--- config.mk ---
export PLATFORM = sky130hd
export DESIGN_NAME = dmu_sio_rx_assembler
export DESIGN_NICKNAME = d
export VERILOG_FILES = /design/src/rtl/dmu_sio_rx_assembler.sv
export SDC_FILE = /design/constraint.sdc
export NUM_CORES = 2
export LEC_CHECK = 0
export CORE_ASPECT_RATIO = 0.7
export CORE_MARGIN = 3
export CORE_UTILIZATION = 50
export DETAILED_ROUTE_END_ITERATION = 7
export PLACE_DENSITY = 0.72
export SLEW_MARGIN = 10
export SYNTH_ARGS = -nofsm -noshare
export SYNTH_HDL_FRONTEND = slang
export SYNTH_SLANG_ARGS = --single-unit
--- constraint.sdc ---
create_clock -name iol2clk -period 47.4 [get_ports iol2clk]
set_input_delay 9.48 -clock iol2clk [delete_from_list [all_inputs] [get_ports iol2clk]]
set_output_delay 9.48 -clock iol2clk [all_outputs]
set_load 0.01 [all_outputs]
--- src/rtl/dmu_sio_rx_assembler.sv ---
// SIU-to-DMU outbound receiver: assembles header + optional 4-beat payload,
// checks per-lane parity and queues complete packets for the DMU consumer.
module dmu_sio_rx_assembler #(
    parameter int DEPTH      = 2,
    parameter int PERR_CNT_W = 16
) (
    input  logic                  iol2clk,
    input  logic                  rst,
    input  logic                  sio_dmu_hdr_vld,
    input  logic                  sio_dmu_datareq,
    input  logic [127:0]          sio_dmu_data,
    input  logic [7:0]            sio_dmu_parity,
    output logic                  pkt_vld,
    input  logic                  pkt_rdy,
    output logic [127:0]          pkt_hdr,
    output logic                  pkt_has_data,
    output logic [511:0]          pkt_data,
    output logic [3:0]            pkt_par_err,
    input  logic                  err_clr,
    output logic                  ovf_err,
    output logic                  proto_err,
    output logic [PERR_CNT_W-1:0] perr_cnt
);

    localparam int PTR_W = $clog2(DEPTH);
    localparam int CNT_W = PTR_W + 1;

    typedef enum logic [1:0] {S_IDLE, S_PAY, S_DROP} state_t;

    state_t                  r_state;
    logic [1:0]              r_beat_cnt;
    logic [127:0]            r_asm_hdr;
    logic [383:0]            r_asm_data;
    logic [2:0]              r_asm_perr;
    logic                    r_ovf_err;
    logic                    r_proto_err;
    logic [PERR_CNT_W-1:0]   r_perr_cnt;

    logic [127:0]            r_fifo_hdr  [DEPTH];
    logic                    r_fifo_has  [DEPTH];
    logic [511:0]            r_fifo_data [DEPTH];
    logic [3:0]              r_fifo_perr [DEPTH];
    logic [PTR_W-1:0]        r_wr_ptr;
    logic [PTR_W-1:0]        r_rd_ptr;
    logic [CNT_W-1:0]        r_count;

    logic                    w_pop;
    logic                    w_slot_free;
    logic                    w_beat_perr;
    logic                    w_last_beat;
    logic                    w_push;
    logic [127:0]            w_push_hdr;
    logic [511:0]            w_push_data;
    logic [3:0]              w_push_perr;
    logic                    w_perr_evt;
    logic                    w_ovf_evt;
    logic                    w_proto_evt;

    always_comb begin
        w_beat_perr = 1'b0;
        for (int unsigned i = 0; i < 8; i++) begin
            w_beat_perr = w_beat_perr | (^{sio_dmu_data[16*i +: 16], sio_dmu_parity[i]});
        end
    end

    // A pop in the same cycle frees the slot for an incoming header.
    assign w_pop       = (r_count != '0) & pkt_rdy;
    assign w_slot_free = (r_count < CNT_W'(DEPTH)) | w_pop;
    assign w_last_beat = (r_state == S_PAY) & ~sio_dmu_hdr_vld & (r_beat_cnt == 2'd3);
    assign w_push      = (sio_dmu_hdr_vld & w_slot_free & ~sio_dmu_datareq) | w_last_beat;
    assign w_push_hdr  = sio_dmu_hdr_vld ? sio_dmu_data : r_asm_hdr;
    assign w_push_data = w_last_beat ? {sio_dmu_data, r_asm_data} : '0;
    assign w_push_perr = w_last_beat ? {w_beat_perr, r_asm_perr} : '0;
    assign w_perr_evt  = (r_state == S_PAY) & ~sio_dmu_hdr_vld & w_beat_perr;
    assign w_ovf_evt   = sio_dmu_hdr_vld & ~w_slot_free;
    assign w_proto_evt = sio_dmu_hdr_vld & (r_state != S_IDLE);

    always_ff @(posedge iol2clk) begin
        if (rst) begin
            r_state    <= S_IDLE;
            r_beat_cnt <= '0;
            r_asm_hdr  <= '0;
            r_asm_data <= '0;
            r_asm_perr <= '0;
        end else if (sio_dmu_hdr_vld) begin
            // A header in any state restarts assembly; the partial packet is dropped.
            r_beat_cnt <= '0;
            if (w_slot_free) begin
                r_asm_hdr <= sio_dmu_data;
                r_state   <= sio_dmu_datareq ? S_PAY : S_IDLE;
            end else begin
                r_state   <= sio_dmu_datareq ? S_DROP : S_IDLE;
            end
        end else begin
            case (r_state)
                S_PAY: begin
                    case (r_beat_cnt)
                        2'd0: begin
                            r_asm_data[127:0]   <= sio_dmu_data;
                            r_asm_perr[0]       <= w_beat_perr;
                        end
                        2'd1: begin
                            r_asm_data[255:128] <= sio_dmu_data;
                            r_asm_perr[1]       <= w_beat_perr;
                        end
                        2'd2: begin
                            r_asm_data[383:256] <= sio_dmu_data;
                            r_asm_perr[2]       <= w_beat_perr;
                        end
                        default: ;
                    endcase
                    r_beat_cnt <= r_beat_cnt + 2'd1;
                    if (r_beat_cnt == 2'd3) r_state <= S_IDLE;
                end
                S_DROP: begin
                    r_beat_cnt <= r_beat_cnt + 2'd1;
                    if (r_beat_cnt == 2'd3) r_state <= S_IDLE;
                end
                default: r_state <= S_IDLE;
            endcase
        end
    end

    // New error events take priority over a coincident clear.
    always_ff @(posedge iol2clk) begin
        if (rst) begin
            r_ovf_err   <= 1'b0;
            r_proto_err <= 1'b0;
            r_perr_cnt  <= '0;
        end else begin
            if (w_ovf_evt)        r_ovf_err   <= 1'b1;
            else if (err_clr)     r_ovf_err   <= 1'b0;
            if (w_proto_evt)      r_proto_err <= 1'b1;
            else if (err_clr)     r_proto_err <= 1'b0;
            if (w_perr_evt) begin
                if (err_clr)                r_perr_cnt <= PERR_CNT_W'(1);
                else if (r_perr_cnt != '1)  r_perr_cnt <= r_perr_cnt + PERR_CNT_W'(1);
            end else if (err_clr) begin
                r_perr_cnt <= '0;
            end
        end
    end

    always_ff @(posedge iol2clk) begin
        if (rst) begin
            r_wr_ptr <= '0;
            r_rd_ptr <= '0;
            r_count  <= '0;
            for (int unsigned i = 0; i < DEPTH; i++) begin
                r_fifo_hdr[i]  <= '0;
                r_fifo_has[i]  <= 1'b0;
                r_fifo_data[i] <= '0;
                r_fifo_perr[i] <= '0;
            end
        end else begin
            if (w_push) begin
                r_fifo_hdr[r_wr_ptr]  <= w_push_hdr;
                r_fifo_has[r_wr_ptr]  <= w_last_beat;
                r_fifo_data[r_wr_ptr] <= w_push_data;
                r_fifo_perr[r_wr_ptr] <= w_push_perr;
                r_wr_ptr              <= r_wr_ptr + PTR_W'(1);
            end
            if (w_pop) r_rd_ptr <= r_rd_ptr + PTR_W'(1);
            case ({w_push, w_pop})
                2'b10:   r_count <= r_count + CNT_W'(1);
                2'b01:   r_count <= r_count - CNT_W'(1);
                default: ;
            endcase
        end
    end

    assign pkt_vld      = (r_count != '0);
    assign pkt_hdr      = r_fifo_hdr[r_rd_ptr];
    assign pkt_has_data = r_fifo_has[r_rd_ptr];
    assign pkt_data     = r_fifo_data[r_rd_ptr];
    assign pkt_par_err  = r_fifo_perr[r_rd_ptr];
    assign ovf_err      = r_ovf_err;
    assign proto_err    = r_proto_err;
    assign perr_cnt     = r_perr_cnt;

endmodule

==> results.md <==
* Status: finished, final reports clean
* Top routing layer used: met4
* CP max FO at just under 70
* Post-synth top area share at 50.54%
* Synthesized net count at ~6,400
* Vias at ~50,000
* Synth warn at 0
* CP Class: flop to output port
* Height of the die at 333.6 µm
* Tcrit/Tclk final at 31.01%
* Max-cap violation count at 0
* Worst slew pin tran at 1.412 ns
* Pwr dens at 44.26 mW/mm²
* Met1 Wirelength at approximately 89,000 µm
* Starting Density at 50.67%
* First-pass DRT Iterations at 8
* Post_cts resized at 0
* Seq/Total Area, Yosys at 64.70%
* Critical path arrival at between 5 and 6 ns
* Share of cells above drive strength 1 at ~14%
* CTS root buffer: clkbuf_16
* Largest net degree at the start of global routing at 227
* CORE AREA at between 0.15 and 0.2 mm²
* Sw Share at a little over a quarter
* Post-Syn Instances at approximately 6,300
* CTS sink count at around 1,800
* Pre-CTS setup slack at 32.36 ns
* Number of global-route vias before repair at slightly below 50,000
* First DRT Iteration DRCs at 5,161
* Vias/cell at about 5.7
* Port bufs at 805
* Die area at 0.1581 mm²
* Post-route minimum period at around 15 ns
* Worst-path clk slew at ~0.06 ns
* Die width at around 470 µm
* I/O Pins at slightly above 800
* Synth area leader: edfxtp_1
* Top cells by area, synth: edfxtp_1, dfxtp_1, mux2_2, nand2_1, and2_1
* NumNets Final at 6,916
* Detail Route met3 WL at between 15,000 and 20,000 µm
* Row count at roughly 120
* Rel. slew slack at under 10%
* CP startpoint kind: flop
* Synth Register Bits at approximately 1,800
* Maximum VDD drop at 0.03569 mV
* CTS tree: built
* Worst-Skew Late Latency at roughly 0.8 ns
* Most common cell after layout, fill and taps aside: edfxtp_1
* Clock Power Share at 34.2%
* Routed len/inst at approximately 24 µm
* Global-route wire length before repair at 317,800 µm
* Final setup vio count at 0
* Hold slack final at 0.4529 ns
* Reg power frac at between 40% and 50%
* Sw power at around 1.1 mW
* Num CTS Buffers at ~170
* P_leak at around 35 nW
* Cell area after synthesis at between 0.07 and 0.08 mm²
* Setup TNS Final at 0 ns
* Total Routing Usage GR at a little over a quarter
* HPWL reported at the end of detailed placement at 126,200 µm
* Area Growth Syn to Fin at 18.86%
* Post-CTS Setup Bufs at 0
* Routed Antenna Nets at 0
* Final hold vios at 0
* Initial antenna violation count at 5
* Metal2 WL at around 100,000 µm
* HP Class: flop to flop
* Cts hold-fix bufs at 0
* Clk_skew at 0.02335 ns
* Synth cell types at 47
* Final Slew Violations at 0
* Syn Area/Cell at 12.17 µm²
* Commonest non-fill, non-tap cells in the layout: edfxtp_1, nand2_1, clkdlybuf4s50_1
* GRT overflow at 0
* Global placement routability congestion at ~0.8
* CP required at between 30 and 40 ns
* Residual DRC at 0
* Final wirelength at 217,700 µm
* H-tree depth at 4
* Gate power share at about a fifth
* Worst setup EP type: output port
* Achievable Freq at 68.03 MHz
* Setup slack after layout at ~33 ns
* RSZ-0062 raised after global routing: false
* Clock Path Buffers at 3
* Internal power at between 2 and 3 mW
* Final core utilization at 60.22%
power by group through the flow:
stage	clock network, mW	logic, mW	registers [mW]
global placement	0	0.834	1.85
detailed placement	0	0.835	1.85
finish	1.38	0.831	1.82
CTS	1.40	0.841	1.82
global route	1.46	0.867	1.83
floorplan	0	0.432	1.91
worst max-delay path, stage by stage, from the launching register on:
cell,delay [ns]
dfxtp_4,0.91
buf_4,0.85
buf_4,0.78
buf_4,0.78
mux2_2,0.42
clkdlybuf4s50_1,0.51
area by class of cell:
cell class | instances | area [µm²]
timing repair buffer | 887 | 8771
clock buffer | 270 | 5099
sequential | 1832 | 49600
inverter | 4 | 15.01
tap | 1996 | 2497
antenna | 4 | 10.01
clock inverter | 53 | 523.0
multi-input combinational | 3868 | 24590
fill | 11730 | 60170
final timing paths:
path | cells after the start | from | slack (ns) | to
max | 5 | flop | 32.70 | pkt_data[126]
min | 2 | r_asm_hdr[35]$_SDFFE_PP0P_ | 0.45 | r_asm_hdr[35]$_SDFFE_PP0P_
min reg2reg | 2 | r_asm_hdr[35]$_SDFFE_PP0P_ | 0.45 | r_asm_hdr[35]$_SDFFE_PP0P_
max reg2reg | 8 | r_state[1]$_SDFFE_PP0P_ | 42.19 | r_fifo_hdr[0][0]$_SDFFCE_PN0P_
cell families (layout without fill, tap and decap cells):
group	Yosys count	count (layout)	synth area share, %
buffers and inverters	597	1214	3.338
other	0	4	0
AND/OR/NAND/NOR	2406	2406	15.38
adder cells (fa/ha/maj)	8	8	0.1306
multiplexers	776	776	11.19
flip-flops	1832	1832	64.70
AO/OA/AOI/OAI	552	552	3.653
XOR/XNOR	126	126	1.613
per-layer routing:
layer | up-vias | global-route usage [%]
met5 | - | 0
met4 | 0 | 11.67
met3 | 364 | 4.208
met2 | 2188 | 42.29
met1 | 25170 | 36.27
li1 | 22750 | -
synth_stat cells (all sizes together):
library cell	n
or2	2
or4	1
buf	143
nand4	6
a41o	1
mux2i	131
a31o	1
a211oi	3
nor3	3
nor2b	4
nand3	9
xnor3	8
xor2	10
nor4bb	1
inv	4
a31oi	1
a21oi	529
edfxtp	1290
dfxtp	542
a21o	1
ha	8
and4	1
nand2b	6
nor3b	2
clkbuf	450
mux2	645
nor4	2
o211ai	1
o31ai	4
o21bai	1
a22oi	1
nand3b	2
nand2	1036
or3	14
and2	523
nand4b	1
xnor2	108
and3	519
o21ai	9
nor2	274
per-stage QoR:
step / total power, mW / cell area, µm² / std cells
after CTS: 4.061 / 91090 / 8910
after global routing: 4.157 / 91100 / 8912
after floorplan: 2.339 / 76650 / 6297
final: 4.032 / 91100 / 8914
after detailed placement: 2.689 / 85470 / 8587
after global placement: 2.685 / 85470 / 8587
flip-flops by register name (all words and copies together), names as in the netlist, named ones only:
signal	cells
r_fifo_data	1024
r_asm_data	384
r_fifo_hdr	256
r_asm_hdr	128
perr_cnt	16
r_fifo_perr	8
r_asm_perr	3
r_beat_cnt	2
r_count	2
r_fifo_has	2
r_state	2
ovf_err	1
proto_err	1
r_rd_ptr	1
r_wr_ptr	1
Note: power is estimated with default switching activity, not from simulation.
